### config.mk
export PLATFORM = sky130hd
export DESIGN_NAME = tsc_reader
export DESIGN_NICKNAME = d
export VERILOG_FILES = /design/src/rtl/tsc_pkg.sv /design/src/rtl/sd_deser.sv /design/src/rtl/tsc_reader.sv
export SDC_FILE = /design/constraint.sdc
export NUM_CORES = 1
export LEC_CHECK = 0
export BUFFER_PORTS_ARGS = -buffer_cell sky130_fd_sc_hd__clkbuf_2
export CORE_MARGIN = 2
export CORE_UTILIZATION = 55
export DETAILED_ROUTE_END_ITERATION = 10
export PLACE_DENSITY_LB_ADDON = 0.2
export SYNTH_ARGS = -nofsm -noshare
export SYNTH_HDL_FRONTEND = slang
export SYNTH_SLANG_ARGS = --single-unit
### constraint.sdc
create_clock -name clk -period 4.5 [get_ports clk]
set_clock_uncertainty 0.1 [all_clocks]
set_input_delay 0.225 -clock clk [delete_from_list [all_inputs] [get_ports clk]]
set_output_delay 0.225 -clock clk [all_outputs]
set_load 0.05 [all_outputs]
### src/rtl/tsc_pkg.sv
// Shared definitions for the TSC dump reader: FSM encoding, default sizes, serial idle level.
package tsc_pkg;

  typedef enum logic [1:0] {
    ST_IDLE,
    ST_REQ,
    ST_RECV,
    ST_DONE
  } tsc_state_e;

  localparam int NBYTES_DEF  = 32;
  localparam int TIMEOUT_DEF = 64;
  localparam logic SD_IDLE   = 1'b0;

endpackage

### src/rtl/sd_deser.sv
// Serial-to-byte deserialiser: MSB-first shift, saturating bit count, byte strobe on every 8th bit.
module sd_deser
  import tsc_pkg::*;
#(
  parameter int NBITS = NBYTES_DEF * 8
) (
  input  logic                    clk,
  input  logic                    reset,
  input  logic                    clr,
  input  logic                    shift_en,
  input  logic                    sd,
  output logic [$clog2(NBITS):0]  bit_cnt,
  output logic [7:0]              byte_data,
  output logic                    byte_valid
);

  localparam int CW = $clog2(NBITS) + 1;

  // Only seven bits are stored; the eighth is the live sd bit on the completing edge.
  logic [6:0]    shift_q, shift_d;
  logic [CW-1:0] cnt_q, cnt_d;
  logic          active;

  always_comb begin
    active  = shift_en && (cnt_q != CW'(NBITS));
    shift_d = shift_q;
    cnt_d   = cnt_q;
    if (clr) begin
      cnt_d = '0;
    end else if (active) begin
      shift_d = {shift_q[5:0], sd};
      cnt_d   = cnt_q + 1'b1;
    end
  end

  always_ff @(posedge clk or negedge reset) begin
    if (!reset) begin
      shift_q <= {7{SD_IDLE}};
      cnt_q   <= '0;
    end else begin
      shift_q <= shift_d;
      cnt_q   <= cnt_d;
    end
  end

  assign byte_data  = {shift_q, sd};
  assign byte_valid = active && (cnt_q[2:0] == 3'b111);
  assign bit_cnt    = cnt_q;

endmodule

### src/rtl/tsc_reader.sv
// Trigger-driven dump reader: requests the TSC sample buffer, deserialises it and exposes it to the host.
module tsc_reader
  import tsc_pkg::*;
#(
  parameter int NBYTES  = NBYTES_DEF,
  parameter int TIMEOUT = TIMEOUT_DEF
) (
  input  logic                      clk,
  input  logic                      reset,
  input  logic                      trd,
  input  logic                      sd,
  input  logic [31:0]               trigtm,
  output logic                      sbf,
  input  logic [$clog2(NBYTES)-1:0] rd_addr,
  output logic [7:0]                rd_data,
  output logic [31:0]               trig_time,
  output logic                      done,
  output logic                      err,
  output logic                      busy
);

  localparam int NBITS = NBYTES * 8;
  localparam int CW    = $clog2(NBITS) + 1;
  localparam int TW    = $clog2(TIMEOUT + 1);
  localparam int AW    = $clog2(NBYTES);

  tsc_state_e    state_q, state_d;
  logic          sbf_q, sbf_d;
  logic          err_q, err_d;
  logic          armed_q, armed_d;
  logic [31:0]   trig_q, trig_d;
  logic [TW-1:0] tmo_q, tmo_d;

  logic          clr, shift_en, byte_valid;
  logic [7:0]    byte_data;
  logic [CW-1:0] bit_cnt;
  logic [7:0]    buf_mem [NBYTES];

  sd_deser #(.NBITS(NBITS)) u_deser (
    .clk       (clk),
    .reset     (reset),
    .clr       (clr),
    .shift_en  (shift_en),
    .sd        (sd),
    .bit_cnt   (bit_cnt),
    .byte_data (byte_data),
    .byte_valid(byte_valid)
  );

  always_comb begin
    state_d  = state_q;
    err_d    = err_q;
    armed_d  = armed_q;
    trig_d   = trig_q;
    tmo_d    = tmo_q;
    clr      = 1'b0;
    shift_en = 1'b0;
    // Any cycle with trd low re-arms; the start edge below always has trd high.
    if (!trd) armed_d = 1'b1;
    case (state_q)
      ST_IDLE: begin
        if (trd && armed_q) begin
          state_d = ST_REQ;
          trig_d  = trigtm;
          err_d   = 1'b0;
          armed_d = 1'b0;
          tmo_d   = '0;
        end
      end
      ST_REQ: begin
        if (!trd) begin
          state_d = ST_IDLE;
        end else if (sd != SD_IDLE) begin
          state_d = ST_RECV;
          clr     = 1'b1;
        end else if (tmo_q == TW'(TIMEOUT - 1)) begin
          state_d = ST_IDLE;
          err_d   = 1'b1;
        end else begin
          tmo_d = tmo_q + 1'b1;
        end
      end
      ST_RECV: begin
        if (!trd) begin
          state_d = ST_IDLE;
          err_d   = 1'b1;
        end else begin
          shift_en = 1'b1;
          if (bit_cnt == CW'(NBITS - 1)) state_d = ST_DONE;
        end
      end
      ST_DONE: state_d = ST_IDLE;
      default: state_d = ST_IDLE;
    endcase
    sbf_d = (state_d == ST_REQ) || (state_d == ST_RECV);
  end

  always_ff @(posedge clk or negedge reset) begin
    if (!reset) begin
      state_q <= ST_IDLE;
      sbf_q   <= 1'b0;
      err_q   <= 1'b0;
      armed_q <= 1'b1;
      trig_q  <= '0;
      tmo_q   <= '0;
    end else begin
      state_q <= state_d;
      sbf_q   <= sbf_d;
      err_q   <= err_d;
      armed_q <= armed_d;
      trig_q  <= trig_d;
      tmo_q   <= tmo_d;
    end
  end

  // Capture buffer survives reset so the host can still read a partial dump.
  always_ff @(posedge clk) begin
    if (byte_valid) buf_mem[bit_cnt[CW-2:3]] <= byte_data;
  end

  generate
    if (NBYTES == (1 << AW)) begin : g_pow2
      assign rd_data = buf_mem[rd_addr];
    end else begin : g_npow2
      assign rd_data = (32'(rd_addr) < NBYTES) ? buf_mem[rd_addr] : 8'h00;
    end
  endgenerate

  assign sbf       = sbf_q;
  assign err       = err_q;
  assign trig_time = trig_q;
  assign done      = (state_q == ST_DONE);
  assign busy      = (state_q != ST_IDLE);

endmodule

==> qor.csv, run 1 <==
stage,metric,value,unit
timing,min_period,2988,ps
global_routing,grt_antenna_before_repair,1,
floorplanning,ioPinCount,85,
route,detail_route.wl_per_cell,24.33,um
cts,root_buffer,clkbuf_16,
timing,timing.hold.ws,324.8,ps
critical_path,crit_arrival,2660,ps
synth,syn_area_per_cell,19.18,um^2
cts,clkSlewWorstSetupHoldPaths,50,ps
floorplanning,core.rowCount,55,
floorplanning,start_util,55.83,%
synth,ys_ff_latch,316,
floorplanning,die-area,24140,um^2
global_routing,grt_max_degree,61,
floorplanning,die_x,155.4,um
power,power.density,537.9,nW/um^2
critical_path,cp-end-kind,primary output,
synth,netlist_instances,657,
cts,cts_resized,0,
critical_path,cp_data_required_time,4180,ps
placed_design,io_buffers,84,
synth,yosys_warnings,0,
status,status,finished clean,
synth,synth_edf_count,256,
critical_path,worstPathMaxFanout,27,
worst_hold_path,hp-class,input port to async pin,
power,p_leak,5.270,nW
timing,rsz0062_at_grt,false,
synth,synthArstFlopShare,18.99,%
placed_design,dpl.hpwl,16660,um
cts,cts_made_buffers,34,
cts,cts_buffer_depth,3,
critical_path,path_class,input port to primary output,
route,route.detailed.drc,0,
critical_path,rrSetupSlack,1740,ps
cts,clk_latency,500,ps
timing,worstMarginPinSlew,1296,ps
timing,relSlewSlack,13.58,%
floorplanning,core-area,22570,um^2
timing,setup_viol,0,
route,wirelength,26560,um
synth,synth_area,12600,um^2
finish,finalNetCount,835,
route,dr.pass1.iters,4,
finish,nFillCells,1482,
route,ant_nets,0,
timing,fmax,0.3347,GHz
finish,drive_gt1_share,31.97,%
synth,ys_seq_area_share,72.93,%
cts,postCtsSetupBuffers,0,
finish,syn_to_final_growth,16.60,%
global_routing,grt_overflow,0,
timing,fin_setup_tns,0,ps
global_routing,grt_pass1_wl,41090,um
floorplanning,chipHeight,155.4,um
timing,post-route-period-util,66.40,%
critical_path,startpoint_type,input port,
timing,slew_violations,0,
synth,ys_types,41,
global_routing,grt_use_total,22.87,%
placed_design,dp_cells,1000,
placed_design,gp_congestion,0.8403,
timing,hold_viol_final,0,
synth,synthFlopType,edfxtp_1,
route,vias_per_cell,6.102,
cts,h-tree-depth,2,
route,drt_iter0_drc,693,
run,maxCapViolations,0,
global_routing,grt_pass1_vias,6832,
route,vias,6663,
cts,clock-sinks,316,
synth,syn_nets,707,
finish,stdcell_count,1092,
power,ir_worst_vdd,0.5337,mV
finish,antenna-diode-count,0,
cts,cts_tree,done,
-- Yosys cell counts, drive strengths merged, types with 2 or more instances --
master	instances	area [um^2]
nor2b	2	12.51
clkbuf	16	60.06
and2	2	12.51
nor4b	2	17.52
o21ai	14	70.07
ha	9	112.6
buf	16	91.33
nand2b	4	25.02
nand3	9	45.04
mux4	80	1802
nor2	46	172.7
o211ai	4	30.03
mux2	41	461.7
nand4	3	18.77
inv	11	41.29
and3	6	37.54
xor2	6	52.55
or3	2	12.51
nand2	41	153.9
edfxtp	256	7687
a22o	2	17.52
a21oi	7	35.03
dfrtp	59	1476
nor3	5	25.02
-- kinds of logic after synthesis --
group                      Yosys count  synth area share [%]
muxes                              121                 17.96
AOI/OAI and AO/OA                   35                 1.708
DFF                                316                 72.93
adders and majority gates            9                0.8937
xor gates and xnor gates             7                0.4866
and+or+nand+nor                    126                 4.488
buffers and inverters               43                 1.529
-- path summary, 6_finish.rpt --
check	startpoint	endpoint	cells past startpoint
max in group asynchronous	reset	u_deser.shift_q[3]	3
setup reg to reg	state_q[0]	buf_mem[26][7]	6
min in group clk	armed_q	armed_q	2
hold / removal	reset	trig_time[13]	3
hold reg to reg	armed_q	armed_q	2
setup / recovery	rd_addr[1]	rd_data[0]	6
-- cell type report --
class,count,area [um^2],share of cell area [%]
multi-input combinational,298,3218,21.90
clock buffer,46,989.7,6.736
inverter,11,41.29,0.2810
clock inverter,12,76.32,0.5195
timing repair buffer,124,820.8,5.586
sequential,316,9190,62.55
tap,285,356.6,2.427
-- flip-flops by register name, indices dropped and copies added (netlist names) --
signal,cells
sbf,1
u_deser.bit_cnt,9
armed_q,1
state_q,2
err,1
buf_mem,256
u_deser.shift_q,7
trig_time,32
tmo_q,7
-- layer usage --
layer | routed length [um] | GRT usage, %
met4 | 505 | 5.810
met3 | 2059 | 4.401
met2 | 12630 | 35.95
met5 | 13 | 0
met1 | 11350 | 33.73
-- critical path: stages --
cell	delay (ps)
buf_4	420
buf_12	310
mux4_2	600
mux4_2	510
mux2_2	330
clkbuf_2	250
-- metrics by stage --
stage,setup slack [ps],utilization [%],area [um^2],total power [W]
floorplan,2129,-,12600,0.004837
detailed placement,1470,58.86,13290,0.005286
global route,1378,65.09,14690,0.008176
global placement,1504,58.86,13290,0.005219
finish,1512,65.09,14690,0.007904
CTS,1468,65.09,14690,0.007935
-- power by group --
group	total, W	internal [W]	switching (W)
registers	0.00382	0.00352	0.000305
logic	0.00144	0.000442	0.000999
clock network	0.00264	0.00159	0.00105
total	0.00790	0.00555	0.00236
-- repair_timing --
item | in CTS | in global routing
endpoints found under the setup margin | 0 | 0
hold buffers | 34 | 0
endpoints found under the hold margin | 92 | 0
-- cells in the final DEF, fill, tap and decap left out, types with 2 or more instances in the layout --
master | synthesis | layout
a21oi_1 | 7 | 7
a22o_1 | 2 | 2
and2_1 | 2 | 2
and3_1 | 6 | 6
buf_4 | 6 | 6
clkbuf_1 | 16 | 6
clkbuf_16 | 0 | 37
clkbuf_2 | 0 | 83
clkbuf_8 | 0 | 3
clkinv_1 | 0 | 7
clkinv_2 | 0 | 4
dfrtp_1 | 59 | 59
dlygate4sd3_1 | 0 | 34
edfxtp_1 | 256 | 256
ha_1 | 9 | 9
inv_1 | 11 | 11
mux2_2 | 41 | 41
mux4_2 | 80 | 80
nand2_1 | 41 | 41
nand2b_1 | 4 | 4
nand3_1 | 9 | 9
nand4_1 | 3 | 3
nor2_1 | 46 | 46
nor2b_1 | 2 | 2
nor3_1 | 5 | 5
nor4b_1 | 2 | 2
o211ai_1 | 4 | 4
o21ai_0 | 14 | 14
or3_1 | 2 | 2
xor2_1 | 6 | 6
(Power assumes the default switching activity.)
==> run 2, diff against run 1 <==
clock period = 2.75 ns   (was 4.5 ns; I/O delays follow)
==> run 2 against run 1 <==
Hold slack got worse by 270 ps. Critical path depth decreased by 2. Core utilization increased by 1.7 points. Total power grew 66%. Sequential share of layout area shrank 1.6 points. Routed wire length grew 2.0%. Worst setup slack got worse by 1400 ps. First-iteration DRC count fell by 3.5%. Clock-buffer cell count is 2 lower. Largest cell class unchanged.
==> qor.csv, run 2 (synthesis results as in run 1) <==
stage,metric,value,unit,change
status,status,finished clean,,
power,power.density,869.3,nW/um^2,+62%
global_routing,met3_usage,5.042,%,+0.64 points
finish,drive_gt1_share,35.45,%,+3.5 points
global_routing,grt_overflow,0,,unchanged
placed_design,dp_cells,1040,,+4.0%
route,vias_per_cell,5.960,,-2.3%
critical_path,rrSetupSlack,470,ps,-1270 ps
global_routing,busiest_layer,met2,,
cts,cts_resized,0,,unchanged
route,drt_iter0_drc,669,,-3.5%
placed_design,gp_congestion,0.8461,,+0.69%
critical_path,startpoint_type,flip-flop,,
finish,finalNetCount,875,,+4.8%
cts,root_buffer,clkbuf_16,,
critical_path,cp-end-kind,primary output,,
floorplanning,start_util,55.83,%,unchanged
finish,nFillCells,1433,,-3.3%
timing,post-route-period-util,97.41,%,
critical_path,path_class,flip-flop to primary output,,
cts,clk_latency,500,ps,about the same
global_routing,grt_pass1_vias,7078,,+3.6%
finish,multi_input_area,3218,um^2,unchanged
finish,sequential_cell_area,9190,um^2,unchanged
power,p_leak,5.512,nW,+4.6%
timing,slew_violations,0,,unchanged
timing,worstMarginPinSlew,1110,ps,-186.5 ps
timing,setup_viol,0,,unchanged
finish,mostFrequentLayoutCells,"256 x edfxtp_1, 83 x clkbuf_2, 80 x mux4_2, 59 x dfrtp_1, 46 x nor2_1",,
timing,fmax,0.3733,GHz,
global_routing,grt_use_total,23.25,%,+0.38 points
global_routing,grt_antenna_before_repair,0,,-1
finish,syn_to_final_growth,19.64,%,
global_routing,grt_pass1_wl,41600,um,+1.2%
route,ant_nets,0,,unchanged
placed_design,io_buffers,84,,unchanged
cts,clkSlewWorstSetupHoldPaths,60,ps,about the same
finish,largest_reg_flops,256,,unchanged
finish,stdcell_count,1134,,+3.8%
global_routing,grt_use_met1,32.31,%,-1.4 points
floorplanning,ioPinCount,85,,unchanged
timing,setup_ws,71.11,ps,-1441 ps
run,maxCapViolations,0,,unchanged
timing,min_period,2679,ps,
critical_path,cp_data_required_time,2510,ps,-1670 ps
route,route.detailed.drc,0,,unchanged
floorplanning,die-area,24140,um^2,unchanged
cts,cts_hold_buf,34,,unchanged
route,detail_route.wl_per_cell,23.89,um,-1.8%
worst_hold_path,hp-class,input port to async pin,,
critical_path,worstPathMaxFanout,1,,-96%
floorplanning,core-area,22570,um^2,unchanged
finish,final_util,66.79,%,+1.7 points
global_routing,gr-usage-met2,38.28,%,+2.3 points
critical_path,crit_arrival,2440,ps,-220 ps
cts,cts_tree,done,,
floorplanning,chipHeight,155.4,um,unchanged
global_routing,grt_max_degree,36,,-41%
route,wirelength,27090,um,+2.0%
finish,final_common_cell,edfxtp_1,,
placed_design,dpl.hpwl,17000,um,+2.0%
timing,hold_viol_final,0,,unchanged
timing,rsz0062_at_grt,false,,
cts,cts_made_buffers,34,,unchanged
timing,fin_setup_tns,0,ps,unchanged
floorplanning,die_x,155.4,um,unchanged
timing,relSlewSlack,26.01,%,+12 points
power,total_power,0.01311,W,+66%
cts,cts_buffer_depth,3,,unchanged
cts,postCtsSetupBuffers,0,,unchanged
route,dr.pass1.iters,5,,+1
route,vias,6759,,+1.4%
floorplanning,core.rowCount,55,,unchanged
placed_design,place_ws,308.6,ps,-1162 ps
cts,clock-sinks,316,,unchanged
finish,antenna-diode-count,0,,unchanged
power,ir_worst_vdd,1.072,mV,+100%
cts,h-tree-depth,2,,unchanged
[run 2: changes by cell type in the layout (fill, tap and decap cells not counted), sizes merged]
cell / change
clkinvlp: +2
clkbuf: -2
bufinv: +3
clkinv: -3
inv: +2
buf: +40
[run 2: worst paths after layout]
check	startpoint	end	cells after the start
setup / recovery	buf_mem[22][3]	rd_data[3]	4
hold / removal	reset	trig_time[18]	2
setup reg to reg	state_q[0]	buf_mem[14][1]	7
hold reg to reg	armed_q	armed_q	2
max in group asynchronous	reset	armed_q	3
min in group clk	sd	tmo_q[1]	5
[run 2: area by class of cell]
class,count,area share (%)
inverter,11,0.2739
sequential,316,60.96
clock buffer,44,6.059
multi-input combinational,298,21.35
timing repair buffer,164,7.768
tap,285,2.365
clock inverter,16,1.228
[run 2: power breakdown]
group | switching (W) | leakage, nW | internal, W | total [W]
combinational | 0.00169 | 1.84 | 0.000753 | 0.00244
clock | 0.00178 | 0.533 | 0.00273 | 0.00450
sequential | 0.000410 | 3.14 | 0.00575 | 0.00616
total | 0.00388 | 5.51 | 0.00923 | 0.0131
[run 2: critical path, cell delays in order, from the launching register on]
cell	delay, ps
edfxtp_1	410
mux4_2	490
mux4_2	490
mux2_2	300
clkbuf_2	240
[run 2: routing by layer]
layer  wire length [um]  vias up
met1              10920     3486
met4                444        0
met3               2278       34
met2              13450      304
met5                  0        -
li1                   -     2935
[run 2: stage by stage]
step | instance area (um^2) | hold WS [ps]
6_report | 15080 | 56.36
5_1_grt | 15080 | 107.7
4_1_cts | 15080 | 47.48
3_5_place_dp | 13640 | 49.02
3_3_place_gp | 13640 | 30.99
2_1_floorplan | 12600 | -258.1
